==> config.mk <==
export PLATFORM = sky130hd
export DESIGN_NAME = lsu_handshake
export DESIGN_NICKNAME = d
export VERILOG_FILES = /design/src/rtl/lsu_pkg.sv /design/src/rtl/lsu_align.sv /design/src/rtl/lsu_handshake.sv
export SDC_FILE = /design/constraint.sdc
export NUM_CORES = 1
export LEC_CHECK = 0
export BUFFER_PORTS_ARGS = -buffer_cell sky130_fd_sc_hd__buf_2
export CAP_MARGIN = 0
export CORE_UTILIZATION = 40
export DETAILED_ROUTE_END_ITERATION = 8
export HOLD_SLACK_MARGIN = 0.1
export MAX_ROUTING_LAYER = met4
export PLACE_DENSITY = 0.69
export SYNTH_ARGS = -nofsm -noshare
export SYNTH_HDL_FRONTEND = slang
export SYNTH_SLANG_ARGS = --single-unit
==> constraint.sdc <==
create_clock -name clk -period 3.49 [get_ports clk]
set_input_delay 0.698 -clock clk [delete_from_list [all_inputs] [get_ports clk]]
set_output_delay 0.698 -clock clk [all_outputs]
set_load 0.05 [all_outputs]
==> src/rtl/lsu_pkg.sv <==
// Shared encodings for the multi-cycle load/store unit: funct3 sizes, response
// error codes and the handshake FSM states.
package lsu_pkg;

  localparam logic [2:0] F3_B  = 3'b000;
  localparam logic [2:0] F3_H  = 3'b001;
  localparam logic [2:0] F3_W  = 3'b010;
  localparam logic [2:0] F3_D  = 3'b011;
  localparam logic [2:0] F3_BU = 3'b100;
  localparam logic [2:0] F3_HU = 3'b101;
  localparam logic [2:0] F3_WU = 3'b110;

  localparam logic [1:0] ERR_OK       = 2'b00;
  localparam logic [1:0] ERR_MISALIGN = 2'b01;
  localparam logic [1:0] ERR_TIMEOUT  = 2'b10;
  localparam logic [1:0] ERR_ILLEGAL  = 2'b11;

  typedef enum logic [1:0] {
    IDLE   = 2'd0,
    ACCESS = 2'd1,
    RESP   = 2'd2
  } lsu_state_e;

  // Access size as log2(bytes); the low two funct3 bits encode it directly.
  function automatic logic [1:0] f3_size_log2(input logic [2:0] f3);
    return f3[1:0];
  endfunction

endpackage

==> src/rtl/lsu_align.sv <==
// Combinational byte-lane logic: funct3 decode and legality, store strobes and
// lane-replicated write data, and load lane extraction with sign/zero extension.
module lsu_align
  import lsu_pkg::*;
#(
  parameter int XLEN = 32
) (
  input  logic [2:0]                req_funct3,
  input  logic                      req_we,
  input  logic [$clog2(XLEN/8)-1:0] req_off,
  input  logic [XLEN-1:0]           req_wdata,
  output logic                      illegal,
  output logic                      misaligned,
  output logic [XLEN/8-1:0]         strobe,
  output logic [XLEN-1:0]           wdata_rep,
  input  logic [2:0]                ld_funct3,
  input  logic [$clog2(XLEN/8)-1:0] ld_off,
  input  logic [XLEN-1:0]           ld_raw,
  output logic [XLEN-1:0]           ld_data
);

  localparam int NB    = XLEN / 8;
  localparam int OFF_W = $clog2(NB);
  localparam int LW    = $clog2(XLEN);

  logic [1:0]       sz;
  logic [3:0]       size_bytes;
  logic [NB-1:0]    size_mask;
  logic [OFF_W-1:0] align_mask;
  logic [XLEN-1:0]  ld_shift;
  logic [LW-1:0]    sign_idx;
  logic             ld_signed;

  assign sz         = f3_size_log2(req_funct3);
  assign size_bytes = 4'd1 << sz;

  // Unsigned variants only exist for loads; D/WU only exist on a 64-bit datapath.
  always_comb begin
    illegal = 1'b1;
    case (req_funct3)
      F3_B, F3_H, F3_W: illegal = 1'b0;
      F3_BU, F3_HU:     illegal = req_we;
      F3_D:             illegal = (XLEN != 64);
      F3_WU:            illegal = (XLEN != 64) || req_we;
      default:          illegal = 1'b1;
    endcase
  end

  genvar gi;
  generate
    for (gi = 0; gi < OFF_W; gi++) begin : g_align
      assign align_mask[gi] = (sz > 2'(gi));
    end
    for (gi = 0; gi < NB; gi++) begin : g_lane
      assign size_mask[gi] = (4'(gi) < size_bytes);
      assign wdata_rep[8*gi +: 8] = (sz == 2'd0) ? req_wdata[7:0] :
                                    (sz == 2'd1) ? req_wdata[8*(gi%2) +: 8] :
                                    (sz == 2'd2) ? req_wdata[8*(gi%4) +: 8] :
                                                   req_wdata[8*(gi%8) +: 8];
    end
  endgenerate

  assign misaligned = |(req_off & align_mask);
  assign strobe     = size_mask << req_off;

  assign ld_shift  = ld_raw >> {ld_off, 3'b000};
  assign ld_signed = ~ld_funct3[2];

  always_comb begin
    case (f3_size_log2(ld_funct3))
      2'd0:    sign_idx = LW'(7);
      2'd1:    sign_idx = LW'(15);
      2'd2:    sign_idx = LW'(31);
      default: sign_idx = LW'(XLEN - 1);
    endcase
  end

  // Bits above the access width are filled with the lane's sign bit or zero.
  generate
    for (gi = 0; gi < XLEN; gi++) begin : g_ext
      assign ld_data[gi] = (LW'(gi) <= sign_idx) ? ld_shift[gi]
                                                 : (ld_signed & ld_shift[sign_idx]);
    end
  endgenerate

endmodule

==> src/rtl/lsu_handshake.sv <==
// Multi-cycle load/store unit: accepts one core request at a time, drives a
// variable-latency SRAM over a read/strobe + ack handshake, and returns a response pulse.
module lsu_handshake
  import lsu_pkg::*;
#(
  parameter int XLEN    = 32,
  parameter int ADDR_W  = 32,
  parameter int TIMEOUT = 15
) (
  input  logic              clk,
  input  logic              rst,
  input  logic              req_valid,
  output logic              req_ready,
  input  logic              req_we,
  input  logic [2:0]        req_funct3,
  input  logic [ADDR_W-1:0] req_addr,
  input  logic [XLEN-1:0]   req_wdata,
  output logic              rsp_valid,
  output logic [XLEN-1:0]   rsp_rdata,
  output logic [1:0]        rsp_err,
  output logic              busy,
  output logic              data_read,
  output logic [XLEN/8-1:0] data_write,
  output logic [ADDR_W-1:0] data_addr,
  output logic [XLEN-1:0]   data_in,
  input  logic [XLEN-1:0]   data_out,
  input  logic              data_ack
);

  localparam int NB    = XLEN / 8;
  localparam int OFF_W = $clog2(NB);
  localparam int CNT_W = (TIMEOUT > 1) ? $clog2(TIMEOUT) : 1;
  localparam logic [CNT_W-1:0] CNT_LAST = CNT_W'((TIMEOUT > 0) ? TIMEOUT - 1 : 0);

  lsu_state_e        state_q, state_d;
  logic [CNT_W-1:0]  cnt_q, cnt_d;
  logic [2:0]        f3_q, f3_d;
  logic              we_q, we_d;
  logic [OFF_W-1:0]  off_q, off_d;
  logic              data_read_q, data_read_d;
  logic [NB-1:0]     data_write_q, data_write_d;
  logic [ADDR_W-1:0] data_addr_q, data_addr_d;
  logic [XLEN-1:0]   data_in_q, data_in_d;
  logic              rsp_valid_q, rsp_valid_d;
  logic [XLEN-1:0]   rsp_rdata_q, rsp_rdata_d;
  logic [1:0]        rsp_err_q, rsp_err_d;
  logic              busy_q, busy_d;

  logic              illegal, misaligned;
  logic [NB-1:0]     strobe;
  logic [XLEN-1:0]   wdata_rep, ld_data;

  lsu_align #(.XLEN(XLEN)) u_align (
    .req_funct3 (req_funct3),
    .req_we     (req_we),
    .req_off    (req_addr[OFF_W-1:0]),
    .req_wdata  (req_wdata),
    .illegal    (illegal),
    .misaligned (misaligned),
    .strobe     (strobe),
    .wdata_rep  (wdata_rep),
    .ld_funct3  (f3_q),
    .ld_off     (off_q),
    .ld_raw     (data_out),
    .ld_data    (ld_data)
  );

  always_comb begin
    state_d      = state_q;
    cnt_d        = '0;
    f3_d         = f3_q;
    we_d         = we_q;
    off_d        = off_q;
    data_read_d  = data_read_q;
    data_write_d = data_write_q;
    data_addr_d  = data_addr_q;
    data_in_d    = data_in_q;
    rsp_valid_d  = 1'b0;
    rsp_rdata_d  = rsp_rdata_q;
    rsp_err_d    = rsp_err_q;
    case (state_q)
      IDLE: begin
        if (req_valid) begin
          f3_d  = req_funct3;
          we_d  = req_we;
          off_d = req_addr[OFF_W-1:0];
          if (illegal || misaligned) begin
            // Rejected requests never touch the SRAM.
            state_d     = RESP;
            rsp_valid_d = 1'b1;
            rsp_rdata_d = '0;
            rsp_err_d   = illegal ? ERR_ILLEGAL : ERR_MISALIGN;
          end else begin
            state_d      = ACCESS;
            data_addr_d  = {req_addr[ADDR_W-1:OFF_W], {OFF_W{1'b0}}};
            data_read_d  = ~req_we;
            data_write_d = req_we ? strobe : '0;
            if (req_we) data_in_d = wdata_rep;
          end
        end
      end
      ACCESS: begin
        if (data_ack) begin
          state_d      = RESP;
          data_read_d  = 1'b0;
          data_write_d = '0;
          rsp_valid_d  = 1'b1;
          rsp_rdata_d  = we_q ? '0 : ld_data;
          rsp_err_d    = ERR_OK;
        end else if ((TIMEOUT != 0) && (cnt_q == CNT_LAST)) begin
          state_d      = RESP;
          data_read_d  = 1'b0;
          data_write_d = '0;
          rsp_valid_d  = 1'b1;
          rsp_rdata_d  = '0;
          rsp_err_d    = ERR_TIMEOUT;
        end else begin
          cnt_d = cnt_q + 1'b1;
        end
      end
      RESP:    state_d = IDLE;
      default: state_d = IDLE;
    endcase
    busy_d = (state_d != IDLE);
  end

  always_ff @(posedge clk) begin
    if (rst) begin
      state_q      <= IDLE;
      cnt_q        <= '0;
      f3_q         <= '0;
      we_q         <= 1'b0;
      off_q        <= '0;
      data_read_q  <= 1'b0;
      data_write_q <= '0;
      data_addr_q  <= '0;
      data_in_q    <= '0;
      rsp_valid_q  <= 1'b0;
      rsp_rdata_q  <= '0;
      rsp_err_q    <= ERR_OK;
      busy_q       <= 1'b0;
    end else begin
      state_q      <= state_d;
      cnt_q        <= cnt_d;
      f3_q         <= f3_d;
      we_q         <= we_d;
      off_q        <= off_d;
      data_read_q  <= data_read_d;
      data_write_q <= data_write_d;
      data_addr_q  <= data_addr_d;
      data_in_q    <= data_in_d;
      rsp_valid_q  <= rsp_valid_d;
      rsp_rdata_q  <= rsp_rdata_d;
      rsp_err_q    <= rsp_err_d;
      busy_q       <= busy_d;
    end
  end

  assign req_ready  = (state_q == IDLE) & ~rst;
  assign rsp_valid  = rsp_valid_q;
  assign rsp_rdata  = rsp_rdata_q;
  assign rsp_err    = rsp_err_q;
  assign busy       = busy_q;
  assign data_read  = data_read_q;
  assign data_write = data_write_q;
  assign data_addr  = data_addr_q;
  assign data_in    = data_in_q;

endmodule
==> impl_metrics.env <==
export IMPL_arrival_ns=2.64
export IMPL_start_util_pct=41.3
export IMPL_fin_ws_ns=1.15
export IMPL_dr_pass1_iters=4
export IMPL_io_pins=210
export IMPL_grt_pass1_vias=4582
export IMPL_die_x_um=114
export IMPL_power_density_nw_per_um2=557
export IMPL_diodes=0
export IMPL_hp_class="register to register"
export IMPL_placementRows=40
export IMPL_async_reset_ff_share_pct=0
export IMPL_cp_start_kind="input pin"
export IMPL_gp_congestion=0.867
export IMPL_path_buf_inv=2
export IMPL_yosysSeqAreaShare_pct=46.0
export IMPL_skew_ns=0.00788
export IMPL_grt_pass1_wl_mm=22.4
export IMPL_drive_gt1_share_pct=35.9
export IMPL_p_leak_nw=2.96
export IMPL_required_ns=3.79
export IMPL_cts_hold_buf=0
export IMPL_cp_end_kind="register"
export IMPL_clk_pin_slew_ns=0.05
export IMPL_num_vias=4912
export IMPL_post_route_util_pct=55.5
export IMPL_slowest_delay_ns=0.62
export IMPL_period_share_pct=66.9
export IMPL_synth_flop_cell="dfxtp_1"
export IMPL_status="finished clean"
export IMPL_clock_latency_ns=0.40
export IMPL_synth_area_per_cell_um2=8.82
export IMPL_htree_num_levels=4
export IMPL_crit_chain="buf_2 > or4_4 > a21oi_4 > buf_4 > nor2_1 > a211oi_1"
export IMPL_tightest_slew_ns=0.936
export IMPL_setup_violations=0
export IMPL_clk_path_buf_depth=2
export IMPL_track_usage_pct=22.9
export IMPL_rsz0062_at_grt="false"
export IMPL_cts_tree="built"
export IMPL_cts_sinks=115
export IMPL_period_minus_slack_ns=2.34
export IMPL_wl_per_cell_um=15.3
export IMPL_synth_edff_count=0
export IMPL_pre_cts_ws_ns=0.736
export IMPL_cts_resized=0
export IMPL_nNetsFinal=864
export IMPL_slew_headroom_pct=37.5
export IMPL_grt_overflow_total=0
export IMPL_drt_total_wl_mm=14.3
export IMPL_setup_tns_ns=0
export IMPL_io_buffers=207
export IMPL_grt_max_degree=63
export IMPL_cts_setup_buffers=0
export IMPL_vias_per_cell=5.23
export IMPL_slew_viol_final=0
export IMPL_crit_fanout=25
export IMPL_path_class="input pin to register"
export IMPL_yosysWarnings=0
export IMPL_max_cap_viol_count=0
export IMPL_finalHoldViolCount=0
export IMPL_final_antenna_net_count=0
export IMPL_cp_top_family="simple AND/OR/NAND/NOR gates"
export IMPL_timing_fmax_mhz=428
export IMPL_ir_worst_vdd_mv=0.320
export IMPL_ys_seq_elements=115
export IMPL_crit_slowest_cell="or4_4"
export IMPL_first_iter_violations=347
export IMPL_coreArea_um2=12100
export IMPL_yosysUniqueCellTypes=50
export IMPL_place_inst=907
export IMPL_fin_cells=939
export IMPL_die_area_um2=13000
export IMPL_synth_area_um2=5000
export IMPL_syn_inst=567
export IMPL_drc=0
export IMPL_syn_to_final_growth_pct=34.4
export IMPL_die_h_um=114
export IMPL_antenna_found_initial=0
export IMPL_hpwl_mm=10.5
export IMPL_numCtsBuffers=17
export IMPL_p_total_mw=3.75
export IMPL_cts_root_buffer="clkbuf_16"
[logic make-up after synthesis]
kind of cell             share of synthesized area, %
AO/OA/AOI/OAI                                    21.7
buffers and inverters                            4.85
XOR/XNOR                                        0.350
AND/OR/NAND/NOR                                  17.5
other                                          0.0749
adder cells (fa/ha/maj)                         0.500
flip-flops                                       46.0
multiplexers                                     9.08
[layout make-up]
| type | instances | area, um^2 |
|---|---|---|
| inverter | 2 | 7.51 |
| timing repair buffer | 216 | 1100 |
| clock buffer | 21 | 460 |
| multi-input combinational | 406 | 2480 |
| fill | 1137 | 5390 |
| sequential | 115 | 2300 |
| clock inverter | 11 | 158 |
| tap | 168 | 210 |
[registers in the layout, indices dropped and copies added, names as in the netlist]
register    count
rsp_err         2
data_addr      30
data_write      4
off_q           2
rsp_rdata      32
data_in        32
we_q            1
busy            1
data_read       1
f3_q            3
cnt_q           4
state_q         2
rsp_valid       1
[cell usage in the layout (no fill, tap or decap), types with 2 or more instances in the layout]
cell,netlist,routed
clkbuf_1,19,2
or4_1,2,2
inv_1,2,2
buf_4,4,9
a221o_1,17,17
a311oi_1,8,8
mux2i_1,24,24
nor3_1,3,3
nor3_2,3,2
nor2_1,28,28
conb_1,1,2
o21ai_0,39,38
buf_2,17,207
o2bb2ai_1,7,7
or3_1,4,4
clkinv_2,0,6
nor3b_2,2,2
a31oi_1,2,2
a22o_1,8,8
mux2_2,15,15
ha_1,2,2
nor4_4,2,2
nand2_1,130,130
nor2b_1,5,5
a211oi_1,8,8
dfxtp_1,115,115
clkbuf_16,0,17
a21oi_1,68,67
clkbuf_8,0,2
mux4_2,2,2
nand3_1,3,3
nand2b_1,3,3
bufinv_16,0,4
[through the flow]
| step | hold WS [ns] | cell area [um^2] |
|---|---|---|
| 6_report | 0.449 | 6730 |
| 5_1_grt | 0.470 | 6730 |
| 4_1_cts | 0.452 | 6730 |
| 3_5_place_dp | 0.445 | 6110 |
| 3_3_place_gp | 0.439 | 6110 |
| 2_1_floorplan | 0.430 | 5010 |
[worst paths after layout]
kind | slack [ns] | start | depth (start not counted) | to
setup / recovery | 1.15 | req_funct3[0] | 6 | data_in[17]$_SDFFE_PP0P_
hold / removal | 0.45 | data_addr[11]$_SDFFE_PP0P_ | 2 | data_addr[11]$_SDFFE_PP0P_
hold reg to reg | 0.45 | data_addr[11]$_SDFFE_PP0P_ | 2 | data_addr[11]$_SDFFE_PP0P_
setup reg to reg | 1.16 | off_q[1]$_SDFFE_PP0P_ | 4 | rsp_rdata[26]$_SDFFE_PP0P_
[report_power, final]
group          internal (mW)  leakage [nW]  switching (mW)
sequential              1.36         0.933          0.0341
combinational          0.175          1.72           0.378
clock                   1.22         0.306           0.573
[per-layer routing]
layer  GRT usage, %  vias to the layer above  wire length, um
met1           27.1                     2279             6340
met2           37.0                      200             6830
met3           6.00                       28              873
met5              -                        -                0
li1               -                     2405                -
met4           9.44                        0              299
[synthesized netlist by cell type, types with 2 or more instances]
library cell,number,area share [%]
nand2_1,130,9.8
dfxtp_1,115,46
a21oi_1,68,6.8
o21ai_0,39,3.9
nor2_1,28,2.1
mux2i_1,24,4.8
clkbuf_1,19,1.4
a221o_1,17,3.4
buf_2,17,1.7
mux2_2,15,3.4
a211oi_1,8,1.2
a22o_1,8,1.4
a311oi_1,8,1.4
o2bb2ai_1,7,1.2
nor2b_1,5,0.63
buf_4,4,0.60
buf_6,4,0.90
or3_1,4,0.50
nand2b_1,3,0.38
nand3_1,3,0.30
nor3_1,3,0.30
nor3_2,3,0.60
a31oi_1,2,0.25
ha_1,2,0.50
inv_1,2,0.15
mux4_2,2,0.90
nor3b_2,2,0.50
nor4_4,2,0.85
or4_1,2,0.30
[tightest hold or removal path, cell delays in order, from the launching register on]
cell and delay (ns):
dfxtp_1 0.30, nand2_1 0.05, a21oi_1 0.05
Note: power is estimated with default switching activity, not from simulation.
